===== config.mk =====
export PLATFORM = sky130hd
export DESIGN_NAME = alu_cmd_sequencer
export DESIGN_NICKNAME = d
export VERILOG_FILES = /design/src/rtl/alu_cmd_sequencer.sv
export SDC_FILE = /design/constraint.sdc
export NUM_CORES = 1
export LEC_CHECK = 0
export CAP_MARGIN = 10
export CORE_ASPECT_RATIO = 0.5
export CORE_UTILIZATION = 37
export CTS_BUF_LIST = sky130_fd_sc_hd__clkbuf_16
export DETAILED_ROUTE_END_ITERATION = 8
export GPL_TIMING_DRIVEN = 0
export PLACE_DENSITY = 0.71
export SLEW_MARGIN = 0
export SYNTH_ARGS = -nofsm -noshare
export SYNTH_HDL_FRONTEND = slang
export SYNTH_SLANG_ARGS = --single-unit

===== constraint.sdc =====
create_clock -name clk_i -period 6.7 [get_ports clk_i]
set_input_delay 1.675 -clock clk_i [delete_from_list [all_inputs] [get_ports clk_i]]
set_output_delay 1.675 -clock clk_i [all_outputs]
set_load 0.01 [all_outputs]

===== src/rtl/alu_cmd_sequencer.sv =====
`default_nettype none
// ============================================================================
// alu_cmd_sequencer : parses UART command packets, folds the operands through
//                     a start/done ALU and streams the result back out.
// Revision          : 1.0
// ============================================================================
module alu_cmd_sequencer #(
    parameter logic [15:0] MaxLen = 16'd1028
) (
    input  logic        clk_i,
    input  logic        rst_i,
    input  logic [7:0]  rx_data_i,
    input  logic        rx_valid_i,
    output logic        rx_ready_o,
    output logic [7:0]  tx_data_o,
    output logic        tx_valid_o,
    input  logic        tx_ready_i,
    output logic        op_start_o,
    output logic [1:0]  op_code_o,
    output logic [31:0] op_a_o,
    output logic [31:0] op_b_o,
    input  logic        op_done_i,
    input  logic [31:0] op_result_i,
    input  logic [31:0] op_rem_i,
    output logic        busy_o,
    output logic        err_o
);

    typedef enum logic [2:0] {
        HDR   = 3'd0,
        OPND  = 3'd1,
        EXEC  = 3'd2,
        SEND  = 3'd3,
        DRAIN = 3'd4
    } state_e;

    localparam logic [7:0] OPC_ADD = 8'hAD;
    localparam logic [7:0] OPC_MUL = 8'h63;
    localparam logic [7:0] OPC_DIV = 8'h5B;

    state_e      state_q,    state_d;
    logic [1:0]  hdr_cnt_q,  hdr_cnt_d;
    logic [23:0] hdr_q,      hdr_d;
    logic [1:0]  opnd_cnt_q, opnd_cnt_d;
    logic [23:0] opnd_q,     opnd_d;
    logic        first_q,    first_d;
    logic [13:0] ops_left_q, ops_left_d;
    logic [1:0]  code_q,     code_d;
    logic [31:0] acc_q,      acc_d;
    logic [31:0] rem_q,      rem_d;
    logic [31:0] opb_q,      opb_d;
    logic        start_q,    start_d;
    logic        err_q,      err_d;
    logic [15:0] drain_q,    drain_d;
    logic [2:0]  tx_idx_q,   tx_idx_d;
    logic        tx_vld_q,   tx_vld_d;

    logic        rx_fire;
    logic [15:0] hdr_len;
    logic [31:0] opnd_word;
    logic        hdr_known;
    logic [1:0]  hdr_code;
    logic        hdr_ok;
    logic [2:0]  tx_last;
    logic [63:0] tx_res;

    assign rx_ready_o = !rst_i && ((state_q == HDR) || (state_q == OPND) || (state_q == DRAIN));
    assign rx_fire    = rx_valid_i && rx_ready_o;
    assign hdr_len    = {rx_data_i, hdr_q[23:16]};
    assign opnd_word  = {rx_data_i, opnd_q};
    assign tx_last    = (code_q == 2'd2) ? 3'd7 : 3'd3;
    assign tx_res     = {rem_q, acc_q};

    assign tx_data_o  = tx_res[{tx_idx_q, 3'b000} +: 8];
    assign tx_valid_o = tx_vld_q;
    assign op_start_o = start_q;
    assign op_code_o  = code_q;
    assign op_a_o     = acc_q;
    assign op_b_o     = opb_q;
    assign err_o      = err_q;
    assign busy_o     = (state_q != HDR) || (hdr_cnt_q != 2'd0);

    always_comb begin
        hdr_known = 1'b1;
        hdr_code  = 2'd0;
        case (hdr_q[7:0])
            OPC_ADD: hdr_code = 2'd0;
            OPC_MUL: hdr_code = 2'd1;
            OPC_DIV: hdr_code = 2'd2;
            default: hdr_known = 1'b0;
        endcase
    end

    assign hdr_ok = hdr_known && (hdr_q[15:8] == 8'h00) && (hdr_len[1:0] == 2'b00)
                 && (hdr_len >= 16'd12) && (hdr_len <= MaxLen)
                 && ((hdr_code != 2'd2) || (hdr_len == 16'd12));

    always_comb begin
        state_d    = state_q;
        hdr_cnt_d  = hdr_cnt_q;
        hdr_d      = hdr_q;
        opnd_cnt_d = opnd_cnt_q;
        opnd_d     = opnd_q;
        first_d    = first_q;
        ops_left_d = ops_left_q;
        code_d     = code_q;
        acc_d      = acc_q;
        rem_d      = rem_q;
        opb_d      = opb_q;
        start_d    = 1'b0;
        err_d      = 1'b0;
        drain_d    = drain_q;
        tx_idx_d   = tx_idx_q;
        tx_vld_d   = tx_vld_q;

        case (state_q)
            HDR: begin
                if (rx_fire) begin
                    hdr_cnt_d = hdr_cnt_q + 2'd1;
                    hdr_d     = {rx_data_i, hdr_q[23:8]};
                    if (hdr_cnt_q == 2'd3) begin
                        if (hdr_ok) begin
                            code_d     = hdr_code;
                            ops_left_d = hdr_len[15:2] - 14'd1;
                            first_d    = 1'b1;
                            opnd_cnt_d = 2'd0;
                            state_d    = OPND;
                        end else begin
                            // Rejected packets still have their body swallowed so the
                            // stream stays aligned to the next header.
                            err_d   = 1'b1;
                            drain_d = (hdr_len >= 16'd4) ? (hdr_len - 16'd4) : 16'd0;
                            state_d = (hdr_len > 16'd4) ? DRAIN : HDR;
                        end
                    end
                end
            end
            OPND: begin
                if (rx_fire) begin
                    opnd_cnt_d = opnd_cnt_q + 2'd1;
                    opnd_d     = {rx_data_i, opnd_q[23:8]};
                    if (opnd_cnt_q == 2'd3) begin
                        ops_left_d = ops_left_q - 14'd1;
                        if (first_q) begin
                            acc_d   = opnd_word;
                            first_d = 1'b0;
                        end else begin
                            opb_d   = opnd_word;
                            start_d = 1'b1;
                            state_d = EXEC;
                        end
                    end
                end
            end
            EXEC: begin
                if (op_done_i) begin
                    acc_d    = op_result_i;
                    rem_d    = op_rem_i;
                    tx_idx_d = 3'd0;
                    tx_vld_d = 1'b0;
                    state_d  = (ops_left_q != 14'd0) ? OPND : SEND;
                end
            end
            SEND: begin
                if (!tx_vld_q) begin
                    tx_vld_d = 1'b1;
                end else if (tx_ready_i) begin
                    if (tx_idx_q == tx_last) begin
                        tx_vld_d = 1'b0;
                        state_d  = HDR;
                    end else begin
                        tx_idx_d = tx_idx_q + 3'd1;
                    end
                end
            end
            DRAIN: begin
                if (rx_fire) begin
                    drain_d = drain_q - 16'd1;
                    if (drain_q == 16'd1) begin
                        state_d = HDR;
                    end
                end
            end
            default: state_d = HDR;
        endcase
    end

    always_ff @(posedge clk_i or posedge rst_i) begin
        if (rst_i) begin
            state_q    <= HDR;
            hdr_cnt_q  <= 2'd0;
            hdr_q      <= 24'd0;
            opnd_cnt_q <= 2'd0;
            opnd_q     <= 24'd0;
            first_q    <= 1'b0;
            ops_left_q <= 14'd0;
            code_q     <= 2'd0;
            acc_q      <= 32'd0;
            rem_q      <= 32'd0;
            opb_q      <= 32'd0;
            start_q    <= 1'b0;
            err_q      <= 1'b0;
            drain_q    <= 16'd0;
            tx_idx_q   <= 3'd0;
            tx_vld_q   <= 1'b0;
        end else begin
            state_q    <= state_d;
            hdr_cnt_q  <= hdr_cnt_d;
            hdr_q      <= hdr_d;
            opnd_cnt_q <= opnd_cnt_d;
            opnd_q     <= opnd_d;
            first_q    <= first_d;
            ops_left_q <= ops_left_d;
            code_q     <= code_d;
            acc_q      <= acc_d;
            rem_q      <= rem_d;
            opb_q      <= opb_d;
            start_q    <= start_d;
            err_q      <= err_d;
            drain_q    <= drain_d;
            tx_idx_q   <= tx_idx_d;
            tx_vld_q   <= tx_vld_d;
        end
    end

endmodule
`default_nettype wire


== Yosys cells after proc, flatten, opt, wreduce, memory -nomap -nowiden ==
Cells that the tools add are included.
Widths: inputs -> output; s select.

* Register bits after elaboration: 190

* Magnitude comparators: 4
* Equality and inequality tests: 29
* Bitwise logic cells: 1
* Add/sub/neg operators: 7
* Reductions and logical operators: 35
* Shift operators: 1
* Muxes and demuxes: 64

{| class="wikitable"
|+ Operators with widths
! cell !! number
|-
| $mux 32 || 4
|-
| $mux 16 || 5
|-
| $mux 14 || 5
|-
| $pmux 32 s2 || 1
|-
| $shiftx 64x7->8 || 1
|-
| $mux 3 || 18
|-
| $pmux 16 s2 || 1
|-
| $pmux 14 s2 || 1
|-
| $sub 14x1->14 const B || 2
|-
| $ne 2x2->1 const B || 13
|-
| $reduce_and 5->1 || 4
|-
| $mux 1 || 18
|-
| $eq 16x1->1 const B || 1
|-
| $eq 16x4->1 const B || 1
|-
| $eq 8x7->1 const B || 2
|-
| $ge 16x3->1 const B || 1
|-
| $ge 16x4->1 const B || 1
|-
| $gt 16x3->1 const B || 1
|-
| $le 16x11->1 const B || 1
|-
| $sub 16x1->16 const B || 1
|-
| $sub 16x3->16 const B || 1
|-
| $pmux 3 s5 || 1
|-
| $reduce_bool 14->1 || 1
|-
| $reduce_and 11->1 || 1
|-
| 26 further kinds || 55
|}

== Depth between registers and ports, before layout ==
* Word-level depth: 12
* Depth in mapped cells: 9

== Least setup slack after synthesis ==
No wires, ideal clock.

* Path kind: register -> output
* Start: register tx_idx_q[0]
* End: output port tx_data_o[0]
* Data arrival time: 1.919 ns
* Setup slack: 3.106 ns
* Buffers on the path: 2
* Required time: 5.025 ns
* Cell stages (with the launch flop): 5
* Cell sequence: dfrtp_1 -> clkbuf_1 -> buf_2 -> mux4_2 -> mux2_2

* Word-level cells in the longest chain between the ends: 1

{| class="wikitable"
|+ Ends and longest elaborated chain
! element !! line !! RTL
|-
| start: declaration || 55 || <nowiki>logic [2:0] tx_idx_q, tx_idx_d;</nowiki>
|-
| start signal: assignment || 221 || <nowiki>tx_idx_q <= tx_idx_d;</nowiki>
|-
| $shiftx 64x7->8 || 74 || <nowiki>assign tx_data_o = tx_res[{tx_idx_q, 3'b000} +: 8];</nowiki>
|-
| end: declaration || 15 || <nowiki>output logic [7:0] tx_data_o,</nowiki>
|}

No other way between the ends.

== Final worst setup path ==
* Start: register tx_idx_q[0]
* End: output port tx_data_o[7]

Same word-level chain as after synthesis.

==> flow_summary.json <==
{
  "fin_util": 0.4792,
  "critPathSlowestCell": "clkbuf_1",
  "dr.pass1.iters": 5,
  "fin_setup_tns_ps": 0,
  "gp_congestion": 0.8988,
  "antenna_found_initial": 0,
  "clock-sinks": 190,
  "post_cts_buffers": 0,
  "leakage_nw": 5.157,
  "synth_area_sq_mm": 0.009555,
  "htree_levels": 4,
  "grt_pass1_vias": 7556,
  "critical_path.top_delay_family": "buffers and inverters",
  "diodes": 0,
  "min_period_ps": 4863,
  "synth_edf_count": 0,
  "status": "complete, no violations",
  "crit_type": "flip-flop to output pin",
  "grt_overflow": 0,
  "fp.dieH_microns": 115.6,
  "start_kind": "flip-flop",
  "fill_cells": 2248,
  "grt_setup_unrepaired": "no",
  "routedWlPerCell_microns": 20.10,
  "worstMarginPinSlew_ps": 1107,
  "root_buffer": "clkbuf_16",
  "synth_cell_types": 77,
  "clk_pin_slew_ps": 70,
  "synth_compound_area_frac": 0.1194,
  "cts_tree": "yes",
  "reg2reg_from": "hdr_q[18]",
  "ios": 156,
  "portBuffers": 152,
  "ys_seq_elements": 190,
  "setup_viol": 0,
  "final_max_slew_viol_count": 0,
  "max_slew_margin": 0.2523,
  "area_growth_pct": 26.83,
  "grt_most_used_layer": "met2",
  "clk_latency_ps": 440,
  "postLayoutSetupSlackWorst_ps": 1837,
  "finalHoldViolCount": 0,
  "ant_nets": 0,
  "grt.met2_usage": 0.3612,
  "hp-start": "opnd_cnt_q[0]",
  "netlist_instances": 850,
  "max_freq_mhz": 205.7,
  "finalClockSkew_ps": 12.78,
  "drc_errors": 0,
  "synthFlopType": "dfrtp_1",
  "postCtsHoldBufs": 0,
  "powerDensity_mw_per_mm2": 260.8,
  "core_area_sq_mm": 0.02529,
  "ys_warn_count": 0,
  "drt_iter0_drc": 648,
  "yosys.area_share.adder": 0.01309,
  "multi_input_area_sq_mm": 0.004502,
  "grt_use_met1": 0.2881,
  "synth.net_count": 937,
  "grt_pass1_wl_mm": 43.86,
  "grt_max_degree": 45,
  "drv_cap": 0,
  "synth_xor_area_frac": 0.01283,
  "post-route-period-util": 0.7257,
  "vdd_drop_max_v": 0.0001860,
  "synth-simple-area-share": 0.1338,
  "synth_top_area_cell": "dfrtp_1",
  "viasPerCell": 5.432,
  "hpwl_mm": 20.59,
  "dr_total_vias": 7502,
  "nNetsFinal": 1112,
  "hold_path.class": "flip-flop to flip-flop",
  "cts_made_buffers": 17,
  "fin_hold_ws_ps": 481.8,
  "dp_slack_ps": 2050,
  "clockBufferDepth": 2,
  "startpoint": "tx_idx_q[0]",
  "crit_buf_inv": 3,
  "placement_rows": 41,
  "synthArstFlopShare": 1.000,
  "worst_ep_arrival_time_ps": 3190,
  "path_cells": "clkbuf_1 > buf_2 > mux4_2 > mux2_2 > clkdlybuf4s50_1",
  "yosysTopAreaCellShare": 0.4976,
  "cts_resized": 0,
  "synth_top_family_by_area": "multiplexers",
  "critPathCaptureType": "output pin",
  "grt_usage": 0.2152,
  "ys_top_cells_by_area": "dfrtp_1, mux2_2, nand2_1",
  "avgSynthCellArea_sq_um": 11.24,
  "die_width_microns": 229.3,
  "start_util": 0.3778,
  "cp_slowest_stage_delay_ps": 560,
  "gr-usage-met3": 0.03691,
  "synth.area.mux_share": 0.1920,
  "worstPathMaxFanout": 10,
  "ys_seq_area_frac": 0.4976,
  "required_ps": 5030,
  "routed_wl_mm": 27.76,
  "regArea_sq_mm": 0.004755,
  "drive_above_1_share": 0.1919,
  "dieArea_sq_mm": 0.02651
}
==> placed cells by master (no fill, tap or decap), drive strengths merged, types with 10 or more instances in the layout <==
| cell | Yosys | layout |
|---|---|---|
| a21oi | 17 | 17 |
| buf | 19 | 23 |
| clkbuf | 28 | 45 |
| clkdlybuf4s50 | 0 | 152 |
| dfrtp | 190 | 190 |
| ha | 10 | 10 |
| inv | 17 | 21 |
| mux2 | 98 | 98 |
| mux2i | 37 | 37 |
| mux4 | 16 | 16 |
| nand2 | 142 | 142 |
| nor2 | 38 | 38 |
| nor3 | 15 | 15 |
| o21ai | 72 | 72 |
==> synth_stat cells, drive strengths merged, types with 8 or more instances <==
master and instances:
nand2 142, mux2i 37, inv 17, o31ai 8, nand3 9, mux4 16, ha 10, a2bb2oi 9
nor2 38, clkbuf 28, a21oi 17, mux2 98, buf 19, nor3 15, nor4 9, a221oi 8
o21ai 72, dfrtp 190
==> metal layers <==
| metal | share of wire | vias up |
|---|---|---|
| li1 | - | 3417 |
| met1 | 0.45 | 3809 |
| met2 | 0.48 | 243 |
| met3 | 0.048 | 33 |
| met4 | 0.020 | 0 |
| met5 | 0 | - |
==> stage by stage <==
| step | std cells | area (sq um) | power (mW) |
|---|---|---|---|
| 3_5_place_dp | 1350 | 11590 | 2.220 |
| 2_1_floorplan | 850 | 9559 | 1.961 |
| 5_1_grt | 1381 | 12120 | 3.321 |
| 3_3_place_gp | 1346 | 11510 | 2.188 |
| 4_1_cts | 1381 | 12120 | 3.165 |
| 6_report | 1381 | 12120 | 3.161 |
==> sequential cells by signal, indices dropped and copies added (netlist names) <==
name,flops
op_a_o,32
hdr_q,24
rem_q,32
tx_valid_o,1
op_code_o,2
drain_q,16
tx_idx_q,3
op_b_o,32
opnd_cnt_q,2
op_start_o,1
first_q,1
state_q,3
err_o,1
ops_left_q,14
hdr_cnt_q,2
opnd_q,24
==> cells by family (layout without fill, tap and decap cells) <==
kind of cell,Yosys count,after routing
and+or+nand+nor,260,260
buffers and inverters,64,251
adders and majority gates,10,10
xor gates and xnor gates,14,14
muxes,151,151
DFF,190,190
AOI/OAI and AO/OA,161,161
==> worst reg2reg max path, cell delays in order (launching register included) <==
cell      delay [ps]
dfrtp_1          480
inv_1            160
ha_1             150
clkbuf_1         370
o211ai_1         220
a221oi_4         340
o211a_1          420
nand3_2          150
mux2_1           330
==> final cells by class <==
type                    count  area share
multi-input cells         596      0.3715
plain buffers              47     0.01941
clock inverters            14    0.008466
inverters                  17    0.005575
repair buffers            156      0.1322
flip-flops and latches    190      0.3923
well taps                 344     0.03552
clock buffers              17     0.03510
==> final timing paths <==
path,slack (ps),end,cells after the start
worst max register to register,3960,op_code_o[1],8
worst min register to register,480,opnd_cnt_q[0],1
max in group asynchronous,3890,opnd_q[2],4
min in group asynchronous,1850,state_q[0],2
worst min-delay path,480,opnd_cnt_q[0],1
worst max-delay path,1840,tx_data_o[7],5
==> where the power goes <==
group,internal [mW],total (mW),switching (mW)
registers,1.32,1.53,0.207
clock network,0.503,0.946,0.443
logic,0.316,0.686,0.370
total,2.14,3.16,1.02
Note: power is estimated with default switching activity, not from simulation.
==> patch 1, RTL diff (same flow settings) <==
Register the output `err_o` once more; this adds one clock of latency there. The other outputs are not delayed to match.
--- a/src/rtl/alu_cmd_sequencer.sv
+++ b/src/rtl/alu_cmd_sequencer.sv
@@ -79,3 +79,9 @@
     assign op_b_o     = opb_q;
-    assign err_o      = err_q;
+    always_ff @(posedge clk_i or posedge rst_i) begin
+        if (rst_i) begin
+            err_o <= '0;
+        end else begin
+            err_o <= err_q;
+        end
+    end
     assign busy_o     = (state_q != HDR) || (hdr_cnt_q != 2'd0);
Behaviour: not the same (a bounded check fails within 10 cycles, from zero or initial values and one cycle with rst_i high).
==> patch 1 against the unedited design <==
- clock skew shrank 0.0014 ns
- sequential cell count grew 1
- design area grew 0.12%
- register-to-register slack lost 0.04 ns
- synthesized area shrank 0.37%
- power grew 3.2%
- critical endpoint is now tx_data_o[6]
- via count is the same
- synthesized cell count shrank 1.8%
- non-clock buffer count grew 5
- worst setup slack gained 0.074 ns
- routed wire length grew 0.90%
- first-iteration DRC count shrank 10%
==> patch 1: results (changes against the unedited design) <==
| Metric | Value |
|---|---|
| GR met3 Demand/Resource | 4.823% (+1.1 points) |
| Comb_multi_in | 576 (-3.4%) |
| Register area share after synthesis | 50.20% (+0.45 points) |
| DP Worst Slack | 2.175 ns (+0.1240 ns) |
| Worst vdd ir | 0.1625 mV (-13%) |
| Routed len/inst | 20.51 µm (+2.0%) |
| Buffering overhead | 15.56% (+0.40 points) |
| Crit path capture | tx_data_o[6] |
| Layout cells sized above 1 | 18.20% (-0.99 points) |
| Highest Clock Rate | 208.9 MHz (+1.6%) |
| Num sequential | 191 (+0.53%) |
| Hold Path End | err_o$_DFF_PP0_ |
| Vias in the first global route | 7,675 (+1.6%) |
| Sequential portion of the cell area | 39.39% (+0.16 points) |
| Distinct cells, synth | 75 (-2.6%) |
| Final RePlAce weighted congestion | 0.9198 (+2.3%) |
| Outcome | complete, no violations |
| Layout fillers | 2,241 (-0.31%) |
| Inverters | 15 (-2) |
| Routed met3 length | 1.717 mm (+30%) |
| Hold path depth | 0 (-1) |
| Reg-to-Reg End | opnd_q[6]$_DFFE_PP0P_ |
| Post-route cell area | 12,130 µm² (+0.12%) |
| Buffers on Ports | 150 (-1.3%) |
| Hold path start | err_q$_DFF_PP0_ |
| Post-Route Skew | 0.01135 ns (-0.001425 ns) |
| Area contributors post-synth | dfrtp_1 50%, mux2_2 9.1%, nand2_1 4.8% |
| Critical Path AT | 3.11 ns (-0.08 ns) |
| Grt met2 use | 37.37% (+1.2 points) |
| Met2 Routed Length | 13.86 mm (+3.0%) |
| M1 wire length | 11.84 mm (-4.6%) |
| Critical-path top delay cell | mux4_2 |
| Non-Clock Buffer Count | 208 (+2.5%) |
| CTS max path bufs | 2 (unchanged) |
| Total track usage | 21.94% (+0.42 points) |
| R2R Setup Slk | 3.92 ns (-0.04 ns) |
| Global-route track usage on met1 | 28.32% (-0.49 points) |
| First DRT Iteration DRCs | 580 (-10%) |
| DPL Wire Length | 20.90 mm (+1.5%) |
| Final nets | 1,096 (-1.4%) |
| Clock network power share | 30.8% (+0.9 points) |
| Static Leak | 0.005182 µW (+0.47%) |
| R2r startpoint | state_q[1]$_DFFE_PP0P_ |
| Final clock-cell share | 4.702% (+0.35 points) |
| Cell count of the worst reg-to-reg path | 7 (-1) |
| Syn_nets | 922 (-1.6%) |
patch 1: cell count changes in the layout (fill, tap and decap cells not counted), moves of 8 or more:
cell / delta
nor2_1: -15
o21ai_1: -10
a31oi_1: +8
mux2_2: -19
nand2_1: -17
buf_2: +8
a22o_1: +11
mux2_1: +26
nand3_1: +17
patch 1: kinds of logic (layout without fill, tap and decap cells):
family,after synthesis,after routing,share of synthesized area (%)
simple gates,249,249,13.25
flops,191,191,50.20
mux,158,158,20.20
compound gates,145,145,10.22
buf+inv,68,255,3.522
xor+xnor,14,14,1.288
fa+ha+maj,10,10,1.314
patch 1: stage by stage:
stage	util (%)	TNS, ns	hold slack [ns]	cells	total power (µW)
after floorplan	-	0	0.3312	835	1975
after global placement	45.39	-3.084	0.3366	1329	2218
after detailed placement	45.82	0	0.3379	1334	2253
after CTS	48.08	0	0.3557	1366	3257
after global routing	48.08	0	0.3565	1366	3418
final	48.08	0	0.3533	1366	3262
==> patch 2, RTL diff (config.mk and constraints unchanged) <==
Made on the original files. Set the parameter `MaxLen` to 16'd514 (it was 16'd1028).
--- a/src/rtl/alu_cmd_sequencer.sv
+++ b/src/rtl/alu_cmd_sequencer.sv
@@ -7,3 +7,3 @@
 module alu_cmd_sequencer #(
-    parameter logic [15:0] MaxLen = 16'd1028
+    parameter logic [15:0] MaxLen = 16'd514
 ) (
Check against the original RTL: not equivalent (a bounded check fails within 10 cycles, from zero or initial values and one cycle with rst_i high).
==> patch 2 against the unedited design <==
- highest routed layer unchanged
- sequential cell count stayed put
- critical endpoint is now tx_data_o[6]
- power down 4.2%
- sequential share of layout area up 0.76 points
- synthesized area down 2.7%
- clock power rose by 7%
- die area is 2.7% lower
- largest power group unchanged
- design area down 1.9%
- routed wire length down 2.4%
- largest cell class unchanged
- worst setup slack lost 0.21 ns
==> patch 2: results (changes against the unedited design) <==
| Metric | Value |
|---|---|
| Wire length of the first global-routing pass | 43.04 mm (-1.9%) |
| Largest net degree at the start of global routing | 42 (-6.7%) |
| Sequential portion of the cell area | 39.99% (+0.76 points) |
| Mux cell area share after synthesis | 15.43% (-3.8 points) |
| Layout cells sized above 1 | 12.18% (-7.0 points) |
| First DRT Iteration DRCs | 783 (+21%) |
| Reg-to-Reg End | drain_q[9]$_DFFE_PP0P_ |
| Buffering overhead | 15.36% (+0.21 points) |
| Vias in the first global route | 7,712 (+2.1%) |
| Grt met2 use | 35.79% (-0.33 points) |
| Outcome | complete, no violations |
| Worst vdd ir | 0.1849 mV (-0.59%) |
| Hold path depth | 2 (+1) |
| GR met3 Demand/Resource | 3.746% (+0.056 points) |
| Static Leak | 0.005165 µW (+0.15%) |
| Area contributors post-synth | dfrtp_1 51%, nand2_1 9.3%, mux2_2 8.0% |
| Final clock-cell share | 4.788% (+0.43 points) |
| Synth Area in Adders | 1.481% (+0.17 points) |
| Final nets | 1,168 (+5.0%) |
| Worst hold slack | 0.4743 ns (-0.007528 ns) |
| Post-Route Skew | 0.01153 ns (-0.001249 ns) |
| Syn_area_per_cell | 10.26 µm² (-8.7%) |
| Crit path capture | tx_data_o[6] |
| Total track usage | 21.95% (+0.43 points) |
| Met2 Routed Length | 13.12 mm (-2.5%) |
| Crit path largest cell delay | 0.68 ns (+0.12 ns) |
| Layout fillers | 2,225 (-1.0%) |
| Hold Path End | op_b_o[27]$_DFFE_PP0P_ |
| Distinct cells, synth | 54 (-30%) |
| Buffers on Ports | 150 (-1.3%) |
| Non-Clock Buffer Count | 209 (+3.0%) |
| Worst Tran Pin Value | 0.9257 ns (-0.1812 ns) |
| Register area share after synthesis | 51.15% (+1.4 points) |
| Final RePlAce weighted congestion | 0.9081 (+1.0%) |
| Routed len/inst | 18.97 µm (-5.6%) |
| Cell count of the worst reg-to-reg path | 9 (+1) |
| DP Worst Slack | 1.846 ns (-0.2047 ns) |
| Routed met3 length | 1.524 mm (+15%) |
| DRT Wirelength | 27.09 mm (-2.4%) |
| Routed vias/inst | 5.381 (-0.95%) |
| M1 wire length | 11.73 mm (-5.6%) |
| Placed Cells | 1,397 (+3.5%) |
| Comb_multi_in | 645 (+8.2%) |
| Syn_nets | 994 (+6.1%) |
| Multi-input gate area | 4252 µm² (-5.6%) |
| DPL Wire Length | 20.47 mm (-0.60%) |
| Compound-Gate Fraction of Synth Area | 9.678% (-2.3 points) |
| Post-CTS setup buffers | 0 (unchanged) |
| Critical Path AT | 3.40 ns (+0.21 ns) |
| Hold path start | op_b_o[27]$_DFFE_PP0P_ |
| Placed cell area | 11,320 µm² (-2.3%) |
| Final setup margin | 1.623 ns (-0.2149 ns) |
| R2R Setup Slk | 3.71 ns (-0.25 ns) |
| Global-route track usage on met1 | 29.41% (+0.60 points) |
==> patch 2: cell types whose count changed in the layout (fill, tap and decap cells not counted), sizes merged, moves of 7 or more <==
cell	change
a2bb2oi	-9
o31ai	-7
a32o	+16
mux2	-32
o21ai	-21
a21oi	+11
clkbuf	+7
nand2	+89
o22a	+10
a221oi	-8
==> patch 2: worst register-to-register path: cells and delay by family (launching register included) <==
kind,cells,cell delay [ns]
adders and majority gates,1,0.23
buffers and inverters,3,0.78
and+or+nand+nor,1,0.14
AOI/OAI and AO/OA,4,1.30
DFF,1,0.49
==> patch 2: per-stage QoR <==
step | power, µW | utilization, %
6_report | 3028 | 48.88
5_1_grt | 3155 | 48.88
4_1_cts | 3033 | 48.88
3_5_place_dp | 2025 | 46.54
3_3_place_gp | 1990 | 46.13
2_1_floorplan | 1805 | -
==> patch 2: report_power, final <==
group          switching (µW)  total [µW]  internal (µW)
clock network             461        1010            547
logic                     315         597            282
registers                 142        1420           1280
total                     918        3030           2110
